===== src/rtl/spi_sclk_engine.sv =====
// rtl/spi_sclk_engine.sv - SPI SCLK and frame-timing engine; optional abort via SPI_SCLK_ABORT_EN
module spi_sclk_engine #(
    parameter int SPPR_W = 3,
    parameter int SPR_W  = 3,
    parameter int DIV_W  = 12,
    parameter int LEN_W  = 5
) (
    input  logic              PCLK,
    input  logic              PRESETn,
    input  logic              start,
    input  logic              abort,
    input  logic              cpol,
    input  logic              cpha,
    input  logic [SPPR_W-1:0] sppr,
    input  logic [SPR_W-1:0]  spr,
    input  logic [LEN_W-1:0]  frame_len,
    output logic              sclk,
    output logic              sample_strobe,
    output logic              shift_strobe,
    output logic [LEN_W-1:0]  bit_idx,
    output logic              busy,
    output logic              done
);

    localparam int E_W = LEN_W + 2;

    typedef enum logic [1:0] {IDLE, LEAD, RUN, TRAIL} state_t;
    state_t state;

    logic             cpol_q;
    logic             cpha_q;
    logic [LEN_W-1:0] len_q;
    logic [DIV_W-1:0] hm1_q;
    logic [DIV_W-1:0] cnt;
    logic [E_W-1:0]   ecnt;

    logic [DIV_W-1:0] h_new;
    logic [E_W-1:0]   edge_k;
    logic [E_W-1:0]   two_n;
    logic             tick;
    logic             abort_req;

`ifdef SPI_SCLK_ABORT_EN
    assign abort_req = abort;
`else
    logic abort_unused;
    assign abort_unused = abort;
    assign abort_req    = 1'b0;
`endif

    // Half period widened before the shift so sppr=max, spr=max cannot truncate
    always_comb begin
        h_new  = (DIV_W'(sppr) + DIV_W'(1)) << spr;
        tick   = (cnt == '0);
        edge_k = ecnt + E_W'(1);
        two_n  = (E_W'(len_q) + E_W'(1)) << 1;
    end

    always_ff @(posedge PCLK or negedge PRESETn) begin
        if (!PRESETn) begin
            state         <= IDLE;
            sclk          <= 1'b0;
            sample_strobe <= 1'b0;
            shift_strobe  <= 1'b0;
            bit_idx       <= '0;
            busy          <= 1'b0;
            done          <= 1'b0;
            cpol_q        <= 1'b0;
            cpha_q        <= 1'b0;
            len_q         <= '0;
            hm1_q         <= '0;
            cnt           <= '0;
            ecnt          <= '0;
        end else begin
            sample_strobe <= 1'b0;
            shift_strobe  <= 1'b0;
            done          <= 1'b0;
            if (sample_strobe && bit_idx != len_q)
                bit_idx <= bit_idx + LEN_W'(1);

            case (state)
                IDLE: begin
                    sclk    <= cpol;
                    bit_idx <= '0;
                    // The done cycle is IDLE too; a start there must be re-issued
                    if (start && !done) begin
                        cpol_q <= cpol;
                        cpha_q <= cpha;
                        len_q  <= frame_len;
                        hm1_q  <= h_new - DIV_W'(1);
                        cnt    <= h_new - DIV_W'(1);
                        ecnt   <= '0;
                        busy   <= 1'b1;
                        state  <= LEAD;
                    end
                end
                default: begin
                    if (tick && state == TRAIL) begin
                        state   <= IDLE;
                        busy    <= 1'b0;
                        done    <= 1'b1;
                        sclk    <= cpol_q;
                        bit_idx <= '0;
                    end else if (abort_req) begin
                        state   <= IDLE;
                        busy    <= 1'b0;
                        sclk    <= cpol_q;
                        bit_idx <= '0;
                    end else if (tick) begin
                        cnt  <= hm1_q;
                        ecnt <= edge_k;
                        sclk <= ~sclk;
                        // Odd edges lead away from cpol, even edges return to it
                        if (edge_k[0]) begin
                            sample_strobe <= ~cpha_q;
                            shift_strobe  <= cpha_q;
                        end else begin
                            sample_strobe <= cpha_q;
                            shift_strobe  <= ~cpha_q && (edge_k != two_n);
                        end
                        state <= (edge_k == two_n) ? TRAIL : RUN;
                    end else begin
                        cnt <= cnt - DIV_W'(1);
                    end
                end
            endcase
        end
    end

endmodule

===== config.mk =====
export PLATFORM = sky130hd
export DESIGN_NAME = spi_sclk_engine
export DESIGN_NICKNAME = d
export VERILOG_FILES = /design/src/rtl/spi_sclk_engine.sv
export SDC_FILE = /design/constraint.sdc
export NUM_CORES = 1
export LEC_CHECK = 0
export CORE_MARGIN = 10
export CORE_UTILIZATION = 35
export DETAILED_ROUTE_END_ITERATION = 16
export DONT_BUFFER_PORTS = 1
export HOLD_SLACK_MARGIN = 0.1
export SLEW_MARGIN = 20
export SYNTH_ARGS = -nofsm -noshare
export SYNTH_HDL_FRONTEND = slang
export SYNTH_SLANG_ARGS = --single-unit

===== constraint.sdc =====
create_clock -name PCLK -period 6.2 [get_ports PCLK]
set_input_delay 0.31 -clock PCLK [delete_from_list [all_inputs] [get_ports PCLK]]
set_output_delay 0.31 -clock PCLK [all_outputs]
set_load 0.1 [all_outputs]

After elaboration in Yosys (flattened, before gate mapping)
Cells that the tools add are included.
{"block": "op_classes", "n_reduce_logical": 16, "muxes": 32, "n_eq_ne": 6, "bitwise_logic": 2, "shift": 1, "n_addsub": 6}
{"cell": "$mux W12", "count": 4}
{"cell": "$mux W7", "count": 4}
{"cell": "$sub A12 B1 Y12 const B", "count": 2}
{"cell": "$mux W1", "count": 17}
{"cell": "$mux W5", "count": 3}
{"cell": "$logic_not A12 Y1", "count": 1}
{"cell": "$shl A4 B3 Y12", "count": 1}
{"cell": "$mux W2", "count": 4}
{"cell": "$reduce_and A2 Y1", "count": 4}
{"cell": "$add A7 B1 Y7 const B", "count": 1}
{"cell": "$eq A7 B7 Y1", "count": 1}
{"cell": "$ne A7 B7 Y1", "count": 1}
{"cell": "$add A5 B1 Y6 const B", "count": 1}
{"cell": "$reduce_bool A3 Y1", "count": 2}
{"cell": "$add A5 B1 Y5 const B", "count": 1}
{"cell": "$ne A5 B5 Y1", "count": 1}
{"cell": "$add A3 B1 Y4 const B", "count": 1}
{"cell": "$logic_and A1 B1 Y1", "count": 4}
{"cell": "$reduce_bool A2 Y1", "count": 2}
{"cell": "$reduce_and A3 Y1", "count": 1}
{"cell": "$eq A2 B2 Y1 const B", "count": 1}
{"cell": "$logic_not A2 Y1", "count": 1}
{"cell": "$ne A2 B1 Y1 const B", "count": 1}
{"cell": "$ne A2 B2 Y1 const B", "count": 1}
{"cell": "other kinds (2)", "count": 3}
{"block": "totals", "input_bits": 17, "ff_bits": 50, "wordCells": 76}

Depth between registers and ports, before layout
Gate-level depths: netlist (run 1).
{"block": "depth", "depth_word": 7, "ltp_mapped": 11}

Least setup slack after synthesis (run 1)
OpenSTA, ideal clock, no wires.
{"block": "synth_timing", "kind": "input to register", "startpoint": "input port sppr[0]", "endpoint": "register cnt[11]", "slack_ns": 3.906, "arrival_time_ns": 2.208, "stages": 8, "setup_ns": 0.087, "n_path_buf": 1, "path_cell_list": "ha_1 > clkbuf_1 > and2_1 > o311ai_1 > nand2_1 > or4_1 > a211o_1 > o211ai_1"}
{"block": "synth_between", "elab_chain_len": 5}
{"element": "start: declaration", "line": "14", "rtl": "input logic [SPPR_W-1:0] sppr,"}
{"element": "$add A3 B1 Y4", "line": "53", "rtl": "h_new = (DIV_W'(sppr) + DIV_W'(1)) << spr;"}
{"element": "$shl A4 B3 Y12", "line": "53"}
{"element": "$sub A12 B1 Y12", "line": "91", "rtl": "cnt <= h_new - DIV_W'(1);"}
{"element": "$mux W12", "line": "86", "rtl": "if (start && !done) begin"}
{"element": "$mux W12", "line": "81", "rtl": "case (state)"}
{"element": "end signal: assignment", "line": "91"}
{"element": "end signal: assignment", "line": "110", "rtl": "cnt <= hm1_q;"}
{"element": "end signal: assignment", "line": "123", "rtl": "cnt <= cnt - DIV_W'(1);"}
{"element": "end: declaration", "line": "34", "rtl": "logic [DIV_W-1:0] cnt;"}
No other way between the ends. The select of a mux whose other input is x is not followed.
A chain may end at the register's enable or synchronous reset.

Worst setup path in the final report (run 1)
{"block": "layout_timing", "startpoint": "register done", "endpoint": "register cnt[11]"}
{"block": "layout_between", "elab_chain_len": 4}
{"element": "start: declaration", "line": "22", "rtl": "output logic done"}
{"element": "start signal: assignment", "line": "67", "rtl": "done <= 1'b0;"}
{"element": "start signal: assignment", "line": "77", "rtl": "done <= 1'b0;"}
{"element": "start signal: assignment", "line": "101", "rtl": "done <= 1'b1;"}
{"element": "$logic_not A1 Y1", "line": "86"}
{"element": "$logic_and A1 B1 Y1", "line": "86"}
{"element": "$ne A2 B2 Y1 (no source line)"}
{"element": "$reduce_and A2 Y1 (no source line)"}
No other way between the ends.

==> results.ini, run 1 <==
[run_status]
status = completed

[die]
rows = 37
die_area_mm2 = 0.0151
start_util = 0.358
die_h_um = 123
ios = 27
core_mm2 = 0.0103
die_w_um = 123

[sta]
slew_violations = 0
period_share = 0.566
finalSetupViolCount = 0
finalCriticalPeriod_ps = 3510
finalHoldViolCount = 0
finalSetupTns_ps = 0
grt_setup_unrepaired = false
finClkSkew_ps = 15.0
slew_headroom = 0.310
max_freq_mhz = 285
tightestPinTransition_ps = 1040

[clock_network]
clock_sinks = 50
clk_pin_slew_ps = 110
cts_tree = yes
cts_made_buffers = 5
holdBufCountCts = 6
clk_latency_ps = 310
cts.path.max_buffers = 2
postCtsSetupRepairBufs = 0
htree_levels = 2
cts_resized = 0
cts-root-buf = clkbuf_8

[pwr]
power_density_mw_per_mm2 = 204
p_leak_nw = 1.66
ir_drop_v = 0.000109

[logic_synthesis]
seq_area_frac_synth = 0.339
synth_seq_cells = 50
yosys_warnings = 0
netlist_instances = 456
syn_nets = 479
synth-async-reset-ratio = 1.00
synth.cell_area_mm2 = 0.00369
ys_types = 66
synth-edff-count = 0
syn_area_per_cell_um2 = 8.10
synth-main-ff-cell = dfrtp_1

[layout]
filler_cell_count = 1065
multiInputGateArea_mm2 = 0.00228
final_nets = 467
fin_cells = 581
drive_gt1_frac = 0.0449
synthToLayoutAreaGrowth_pct = 6.17
final_cell_mix = nand2_1, dfrtp_1, nor2_1, o21ai_0, a21oi_1
antenna_cells = 0
seqCellArea_mm2 = 0.00125
final_common_cell = nand2_1

[worst_setup_path]
critPathKind = register to register
critPathSlowestCell = nand2_1
cp.arrival_ps = 3740
start_kind = register
cp_cell_sequence = nand2b_1 -> and2_1 -> a31oi_1 -> nand2_1 -> a211o_1 -> o211ai_1
cp-end-kind = register
crit_buf_inv = 0
path_max_fanout = 28
path_delay_family = simple AND/OR/NAND/NOR gates
cpPeakStageDelay_ps = 800
cp.required_ps = 6430

[routing]
wl_mm = 9.17
wl_per_cell_um = 15.8
initialDrtViolationCount = 241
drc = 0
ant_nets = 0
vias = 3231
first_pass_iters = 4
vias_per_cell = 5.56

[global_route]
grt_antenna_before_repair = 0
grt_max_degree = 51
gr-usage-all-layers = 0.123
grt_overflow = 0
grt_pass1_wl_mm = 15.5
first_global_vias = 3016

[place]
placedCellCount = 567
hpwlAfterDp_mm = 6.42
gp_congestion = 0.856
place.port_buffers = 0

[hold_path]
hold_class = input port to register

[job]
drv_cap = 0

[power by group]
group	switching, mW	internal (mW)	leakage (nW)	total (mW)
sequential	0.0338	0.356	0.640	0.389
combinational	0.106	0.0992	0.972	0.205
clock	0.122	0.0833	0.0491	0.206
[area by class of cell]
class | count | share of cell area
Multi-Input combinational cell | 370 | 0.581
Clock inverter | 3 | 0.00670
Inverter | 9 | 0.00862
Clock buffer | 5 | 0.0176
Sequential cell | 50 | 0.319
Timing Repair Buffer | 8 | 0.0236
Tap cell | 136 | 0.0434
[state kept, by name (all words and copies together), names as in the netlist]
signal / flops
bit_idx: 5
busy: 1
cnt: 12
cpha_q: 1
cpol_q: 1
done: 1
ecnt: 7
hm1_q: 12
len_q: 5
sample_strobe: 1
sclk: 1
shift_strobe: 1
state: 2
[layer usage]
metal  vias up  wire length [um]  share of wire  global-route usage
met5         -                 0              0                   0
met4         0                82         0.0089              0.0324
met3         7               386          0.042              0.0234
met2        57              4380           0.48               0.200
met1      1557              4320           0.47               0.164
li1       1610                 -              -                   -
[synth_stat cells (all sizes together) (5+ instances only)]
| master | count | share of area |
|---|---|---|
| xor2 | 15 | 0.036 |
| nand3 | 17 | 0.024 |
| a22oi | 8 | 0.016 |
| xnor2 | 19 | 0.045 |
| a21oi | 23 | 0.031 |
| clkbuf | 15 | 0.015 |
| dfrtp | 50 | 0.34 |
| nand4 | 5 | 0.0085 |
| nand2b | 8 | 0.016 |
| buf | 12 | 0.020 |
| a21o | 10 | 0.020 |
| and2 | 5 | 0.0085 |
| inv | 8 | 0.0081 |
| o21ai | 41 | 0.056 |
| a31oi | 8 | 0.014 |
| nor3 | 7 | 0.013 |
| nand2 | 70 | 0.071 |
| nor2 | 46 | 0.047 |
| a211oi | 6 | 0.014 |
| ha | 6 | 0.020 |
| o211ai | 8 | 0.016 |
[final timing paths]
path                                    start                endpoint  slack, ps  depth (start not counted)
hold / removal                   frame_len[0]    len_q[0]$_DFFE_PN0P_        110                          2
setup reg to reg               done$_DFF_PN0_     cnt[11]$_DFFE_PN0P_       2690                          6
hold reg to reg            cpol_q$_DFFE_PN0P_      cpol_q$_DFFE_PN0P_        480                          2
max in group asynchronous             PRESETn          done$_DFF_PN0_       5460                          2
setup / recovery               done$_DFF_PN0_     cnt[11]$_DFFE_PN0P_       2690                          6
min in group asynchronous             PRESETn  bit_idx[2]$_DFFE_PN0P_        500                          2
[worst register-to-register path, cell delays in order (launching register included)]
cell	delay, ps
dfrtp_1	740
nand2b_1	380
and2_1	230
a31oi_1	710
nand2_1	800
a211o_1	500
o211ai_1	90
[kinds of logic (layout without fill, tap and decap cells)]
logic type	count (synthesis)	after routing	synth area share
adders and majority gates	10	10	0.0312
muxes	5	5	0.0139
buffers and inverters	36	25	0.0444
and+or+nand+nor	188	188	0.251
AOI/OAI and AO/OA	132	132	0.234
xor gates and xnor gates	35	35	0.0868
DFF	50	50	0.339
[per-stage QoR]
stage / hold slack, ps / utilization / power, mW / setup slack [ps] / cell area, um2
floorplan: 14.4 / - / 0.558 / 3910 / 3690
global placement: 16.0 / 0.363 / 0.582 / 2700 / 3750
detailed placement: 16.1 / 0.363 / 0.586 / 2650 / 3750
CTS: 103 / 0.380 / 0.806 / 2650 / 3920
global route: 102 / 0.380 / 0.854 / 2340 / 3920
finish: 109 / 0.380 / 0.800 / 2690 / 3920
No activity file was read; power rests on OpenSTA's default activity.
==> inputs of run 2 (changes only) <==
clock period = 3.4 ns   (was 6.2 ns; I/O delays follow)
==> run 2 against run 1 <==
Net effect: utilization increased by 1.3 points; sequential share of layout area down 1.0 points; clock-buffer cell count unchanged; power grew 83%; combinational power grew 84%; global-route usage increased by 0.52 points; final area rose by 3.3%; critical path depth unchanged; via count grew 2.4%; largest cell class unchanged; largest power group unchanged; highest routed layer unchanged.
==> results.ini, run 2 (synthesis results as in run 1) <==
[run_status]
status = completed  ; unchanged

[sta]
max_freq_mhz = 379  ; was 285 MHz
finalHoldViolCount = 0  ; unchanged
tightestPinTransition_ps = 970  ; was 1040 ps
fin_ws_ps = 758  ; was 2690 ps
finalCriticalPeriod_ps = 2640  ; was 3510 ps
grt_setup_unrepaired = false  ; unchanged
period_share = 0.777  ; was 0.566
slew_violations = 0  ; unchanged
slew_headroom = 0.353  ; was 0.310
hold_slack_ps = 149  ; was 109 ps
finalSetupTns_ps = 0  ; unchanged
finClkSkew_ps = 13.1  ; was 15.0 ps
finalSetupViolCount = 0  ; unchanged

[global_route]
grt_pass1_wl_mm = 16.3  ; was 15.5 mm
gr-usage-all-layers = 0.129  ; was 0.123
grt_antenna_before_repair = 0  ; unchanged
first_global_vias = 3276  ; was 3,016
grt_overflow = 0  ; unchanged
grt_max_degree = 51  ; unchanged

[die]
die_h_um = 123  ; unchanged
start_util = 0.358  ; unchanged
ios = 27  ; unchanged
core_mm2 = 0.0103  ; unchanged
die_area_mm2 = 0.0151  ; unchanged
rows = 37  ; unchanged
die_w_um = 123  ; unchanged

[clock_network]
cts_tree = yes  ; unchanged
cts_resized = 0  ; unchanged
htree_levels = 2  ; unchanged
postCtsSetupRepairBufs = 0  ; unchanged
clk_pin_slew_ps = 100  ; was 110 ps
cts-root-buf = clkbuf_8  ; unchanged
holdBufCountCts = 10  ; was 6
clk_latency_ps = 310  ; about the same
clock_sinks = 50  ; unchanged
cts.path.max_buffers = 2  ; unchanged
cts_made_buffers = 5  ; unchanged

[layout]
final_cell_mix = nand2_1, dfrtp_1, nor2_1, o21ai_0, a21oi_1  ; unchanged
final_area_mm2 = 0.00405  ; was 0.00392 mm2
final_common_cell = nand2_1  ; unchanged
top_regs = cnt x12, hm1_q x12, ecnt x7  ; unchanged
synthToLayoutAreaGrowth_pct = 9.69  ; was 6.17%
final_nets = 483  ; was 467
antenna_cells = 0  ; unchanged
fin_cells = 597  ; was 581
final_util = 0.392  ; was 0.380
drive_gt1_frac = 0.0694  ; was 0.0449

[worst_setup_path]
start_kind = register  ; unchanged
cp.required_ps = 3600  ; was 6430 ps
cp.arrival_ps = 2840  ; was 3740 ps
critPathKind = register to register  ; unchanged
cp-end-kind = register  ; unchanged
path_max_fanout = 10  ; was 28

[hold_path]
hold_class = input port to register  ; unchanged

[place]
hpwlAfterDp_mm = 6.66  ; was 6.42 mm
placed_area_mm2 = 0.00384  ; was 0.00375 mm2
gp_congestion = 0.829  ; was 0.856
place_ws_ps = 780  ; was 2650 ps
place.port_buffers = 0  ; unchanged
placedCellCount = 579  ; was 567

[pwr]
p_total_mw = 1.46  ; was 0.800 mW
power_density_mw_per_mm2 = 361  ; was 204 mW/mm2
p_leak_nw = 1.74  ; was 1.66 nW
ir_drop_v = 0.000174  ; was 0.000109 V

[routing]
vias_per_cell = 5.54  ; was 5.56
ant_nets = 0  ; unchanged
drc = 0  ; unchanged
first_pass_iters = 4  ; unchanged
vias = 3307  ; was 3,231
wl_per_cell_um = 15.8  ; about the same
wl_mm = 9.44  ; was 9.17 mm
initialDrtViolationCount = 228  ; was 241

[job]
drv_cap = 0  ; unchanged

==> run 2: final cells by class <==
type	instances	area, um2
clock inverter	3	26.3
timing repair buffer	24	223
sequential	50	1250
multi-input combinational	370	2280
fill	1035	6270
inverter	9	33.8
clock buffer	5	68.8
tap	136	170
==> run 2: per-layer routing <==
metal,global-route usage,vias to the layer above,routed length (um)
met1,0.165,1611,4430
met4,0.0265,0,58
li1,-,1634,-
met2,0.220,57,4510
met3,0.0243,5,438
met5,0,-,0
==> run 2: path summary, 6_finish.rpt <==
kind	endpoint	slack, ps	cells past startpoint	startpoint
min in group asynchronous	bit_idx[4]$_DFFE_PN0P_	370	2	PRESETn
hold reg to reg	hm1_q[7]$_DFFE_PN0P_	480	1	hm1_q[7]$_DFFE_PN0P_
setup / recovery	cnt[7]$_DFFE_PN0P_	760	6	cnt[2]$_DFFE_PN0P_
max in group asynchronous	hm1_q[2]$_DFFE_PN0P_	2760	2	PRESETn
setup reg to reg	cnt[7]$_DFFE_PN0P_	760	6	cnt[2]$_DFFE_PN0P_
hold / removal	hm1_q[6]$_DFFE_PN0P_	150	3	spr[2]
==> run 2: power breakdown <==
group	internal (mW)	switching (mW)
registers	0.648	0.0639
clock network	0.152	0.221
logic	0.184	0.194
==> run 2: critical path: stages (launching register included) <==
cell,delay [ps]
dfrtp_1,460
or4_4,590
nor4_4,400
and2_1,410
a21o_1,380
a211oi_1,80
a211o_1,230
==> inputs of run 3 (changes only) <==
clock period = 2.5 ns   (was 3.4 ns; I/O delays follow)
==> run 3 against run 2 <==
Net effect: sequential cell count is the same; sequential share of layout area shrank 0.81 points; clock-buffer cell count grew 1.
==> results.ini, run 3 (synthesis results as in run 1) <==
[layout]
final_area_mm2 = 0.00416  ; was 0.00405 mm2
drive_gt1_frac = 0.0989  ; was 0.0694
final_cell_mix = nand2_1, dfrtp_1, nor2_1, o21ai_0, buf_4  ; was nand2_1, dfrtp_1, nor2_1, o21ai_0, a21oi_1
top_regs = cnt x12, hm1_q x12, ecnt x7  ; unchanged
synthToLayoutAreaGrowth_pct = 12.8  ; was 9.69%
final_util = 0.403  ; was 0.392
antenna_cells = 0  ; unchanged
fin_cells = 611  ; was 597
final_common_cell = nand2_1  ; unchanged
final_nets = 497  ; was 483

[global_route]
gr-usage-all-layers = 0.127  ; was 0.129
grt_pass1_wl_mm = 15.9  ; was 16.3 mm
grt_antenna_before_repair = 0  ; unchanged
grt_overflow = 0  ; unchanged
grt_max_degree = 51  ; unchanged
first_global_vias = 3246  ; was 3,276

[routing]
vias_per_cell = 5.46  ; was 5.54
ant_nets = 0  ; unchanged
initialDrtViolationCount = 274  ; was 228
drc = 0  ; unchanged
wl_mm = 9.37  ; was 9.44 mm
first_pass_iters = 4  ; unchanged
wl_per_cell_um = 15.3  ; was 15.8 um
vias = 3337  ; was 3,307

[place]
hpwlAfterDp_mm = 6.76  ; was 6.66 mm
placed_area_mm2 = 0.00394  ; was 0.00384 mm2
gp_congestion = 0.824  ; was 0.829
place_ws_ps = 129  ; was 780 ps
place.port_buffers = 0  ; unchanged
placedCellCount = 593  ; was 579

[sta]
finClkSkew_ps = 6.74  ; was 13.1 ps
finalSetupTns_ps = 0  ; unchanged
grt_setup_unrepaired = false  ; unchanged
period_share = 0.942  ; was 0.777
hold_slack_ps = 105  ; was 149 ps
finalCriticalPeriod_ps = 2360  ; was 2640 ps
slew_headroom = 0.420  ; was 0.353
finalHoldViolCount = 0  ; unchanged
slew_violations = 0  ; unchanged
finalSetupViolCount = 0  ; unchanged
max_freq_mhz = 425  ; was 379 MHz
tightestPinTransition_ps = 871  ; was 970 ps
fin_ws_ps = 144  ; was 758 ps

[die]
start_util = 0.358  ; unchanged
die_area_mm2 = 0.0151  ; unchanged
rows = 37  ; unchanged
die_h_um = 123  ; unchanged
ios = 27  ; unchanged
core_mm2 = 0.0103  ; unchanged
die_w_um = 123  ; unchanged

[hold_path]
hold_class = input port to register  ; unchanged
hold_depth = 2  ; was 3

[worst_setup_path]
start_kind = register  ; unchanged
critPathKind = register to register  ; unchanged
crit_buf_inv = 0  ; unchanged
cp.arrival_ps = 2580  ; was 2840 ps
rr_worst_depth = 7  ; was 6
cp.required_ps = 2720  ; was 3600 ps
path_max_fanout = 6  ; was 10
cp_cell_sequence = nand3_2 -> or2_1 -> xnor2_1 -> or3b_1 -> o311a_1 -> or3b_1 -> o2111ai_1  ; was or4_4 -> nor4_4 -> and2_1 -> a21o_1 -> a211oi_1 -> a211o_1
path_delay_family = simple AND/OR/NAND/NOR gates  ; unchanged
cp-end-kind = register  ; unchanged
crit_cells = 7  ; was 6
rrSetupSlack_ps = 140  ; was 760 ps
cpPeakStageDelay_ps = 480  ; was 590 ps
critPathSlowestCell = dfrtp_1  ; was or4_4
cpMostUsedCell = or3b_1

[pwr]
power_density_mw_per_mm2 = 491  ; was 361 mW/mm2
p_total_mw = 2.04  ; was 1.46 mW
p_leak_nw = 1.80  ; was 1.74 nW
ir_drop_v = 0.000214  ; was 0.000174 V

[clock_network]
clock_sinks = 50  ; unchanged
cts_tree = yes  ; unchanged
htree_levels = 2  ; unchanged
clk_pin_slew_ps = 100  ; about the same
clk_latency_ps = 310  ; about the same
cts-root-buf = clkbuf_8  ; unchanged
cts_made_buffers = 5  ; unchanged
postCtsSetupRepairBufs = 0  ; unchanged
cts.path.max_buffers = 2  ; unchanged

[run_status]
status = completed  ; unchanged

[job]
drv_cap = 0  ; unchanged

run 3: changes by cell type in the layout (fill, tap and decap cells not counted), sizes merged:
| cell | change |
|---|---|
| inv | -1 |
| buf | +14 |
| clkbuf | +1 |
| clkinv | -1 |
| clkinvlp | +1 |
run 3: final timing paths:
check / start / endpoint
setup / recovery: ecnt[2]$_DFFE_PN0P_ / state[0]$_DFFE_PN0P_
hold / removal: spr[2] / hm1_q[9]$_DFFE_PN0P_
setup reg to reg: ecnt[2]$_DFFE_PN0P_ / state[0]$_DFFE_PN0P_
hold reg to reg: cpol_q$_DFFE_PN0P_ / cpol_q$_DFFE_PN0P_
max in group asynchronous: PRESETn / ecnt[0]$_DFFE_PN0P_
min in group asynchronous: PRESETn / cnt[11]$_DFFE_PN0P_
run 3: metal layers:
layer	wire [um]	up-vias	track usage
li1	-	1666	-
met1	4290	1577	0.163
met2	4480	85	0.212
met3	489	9	0.0216
met4	111	0	0.0390
met5	0	-	0
run 3: report_power, final:
group | switching [mW] | total (mW) | internal [mW]
Sequential | 0.0692 | 0.951 | 0.882
Clock | 0.288 | 0.517 | 0.228
Combinational | 0.294 | 0.577 | 0.284
Total | 0.651 | 2.04 | 1.39
run 3: area by class of cell:
type                            instances  area [um2]
Inverter                                9        33.8
Clock buffer                            6        82.6
Sequential cell                        50        1250
Multi-Input combinational cell        370        2280
Timing Repair Buffer                   38         332
Fill cell                            1061        6160
Tap cell                              136         170
Clock inverter                          2        16.3
run 3: repair_timing:
action                                 CTS  global route
gates resized for setup                  0             2
hold buffers                            10             0
setup endpoints to repair                0             6
endpoints found under the hold margin   61             0
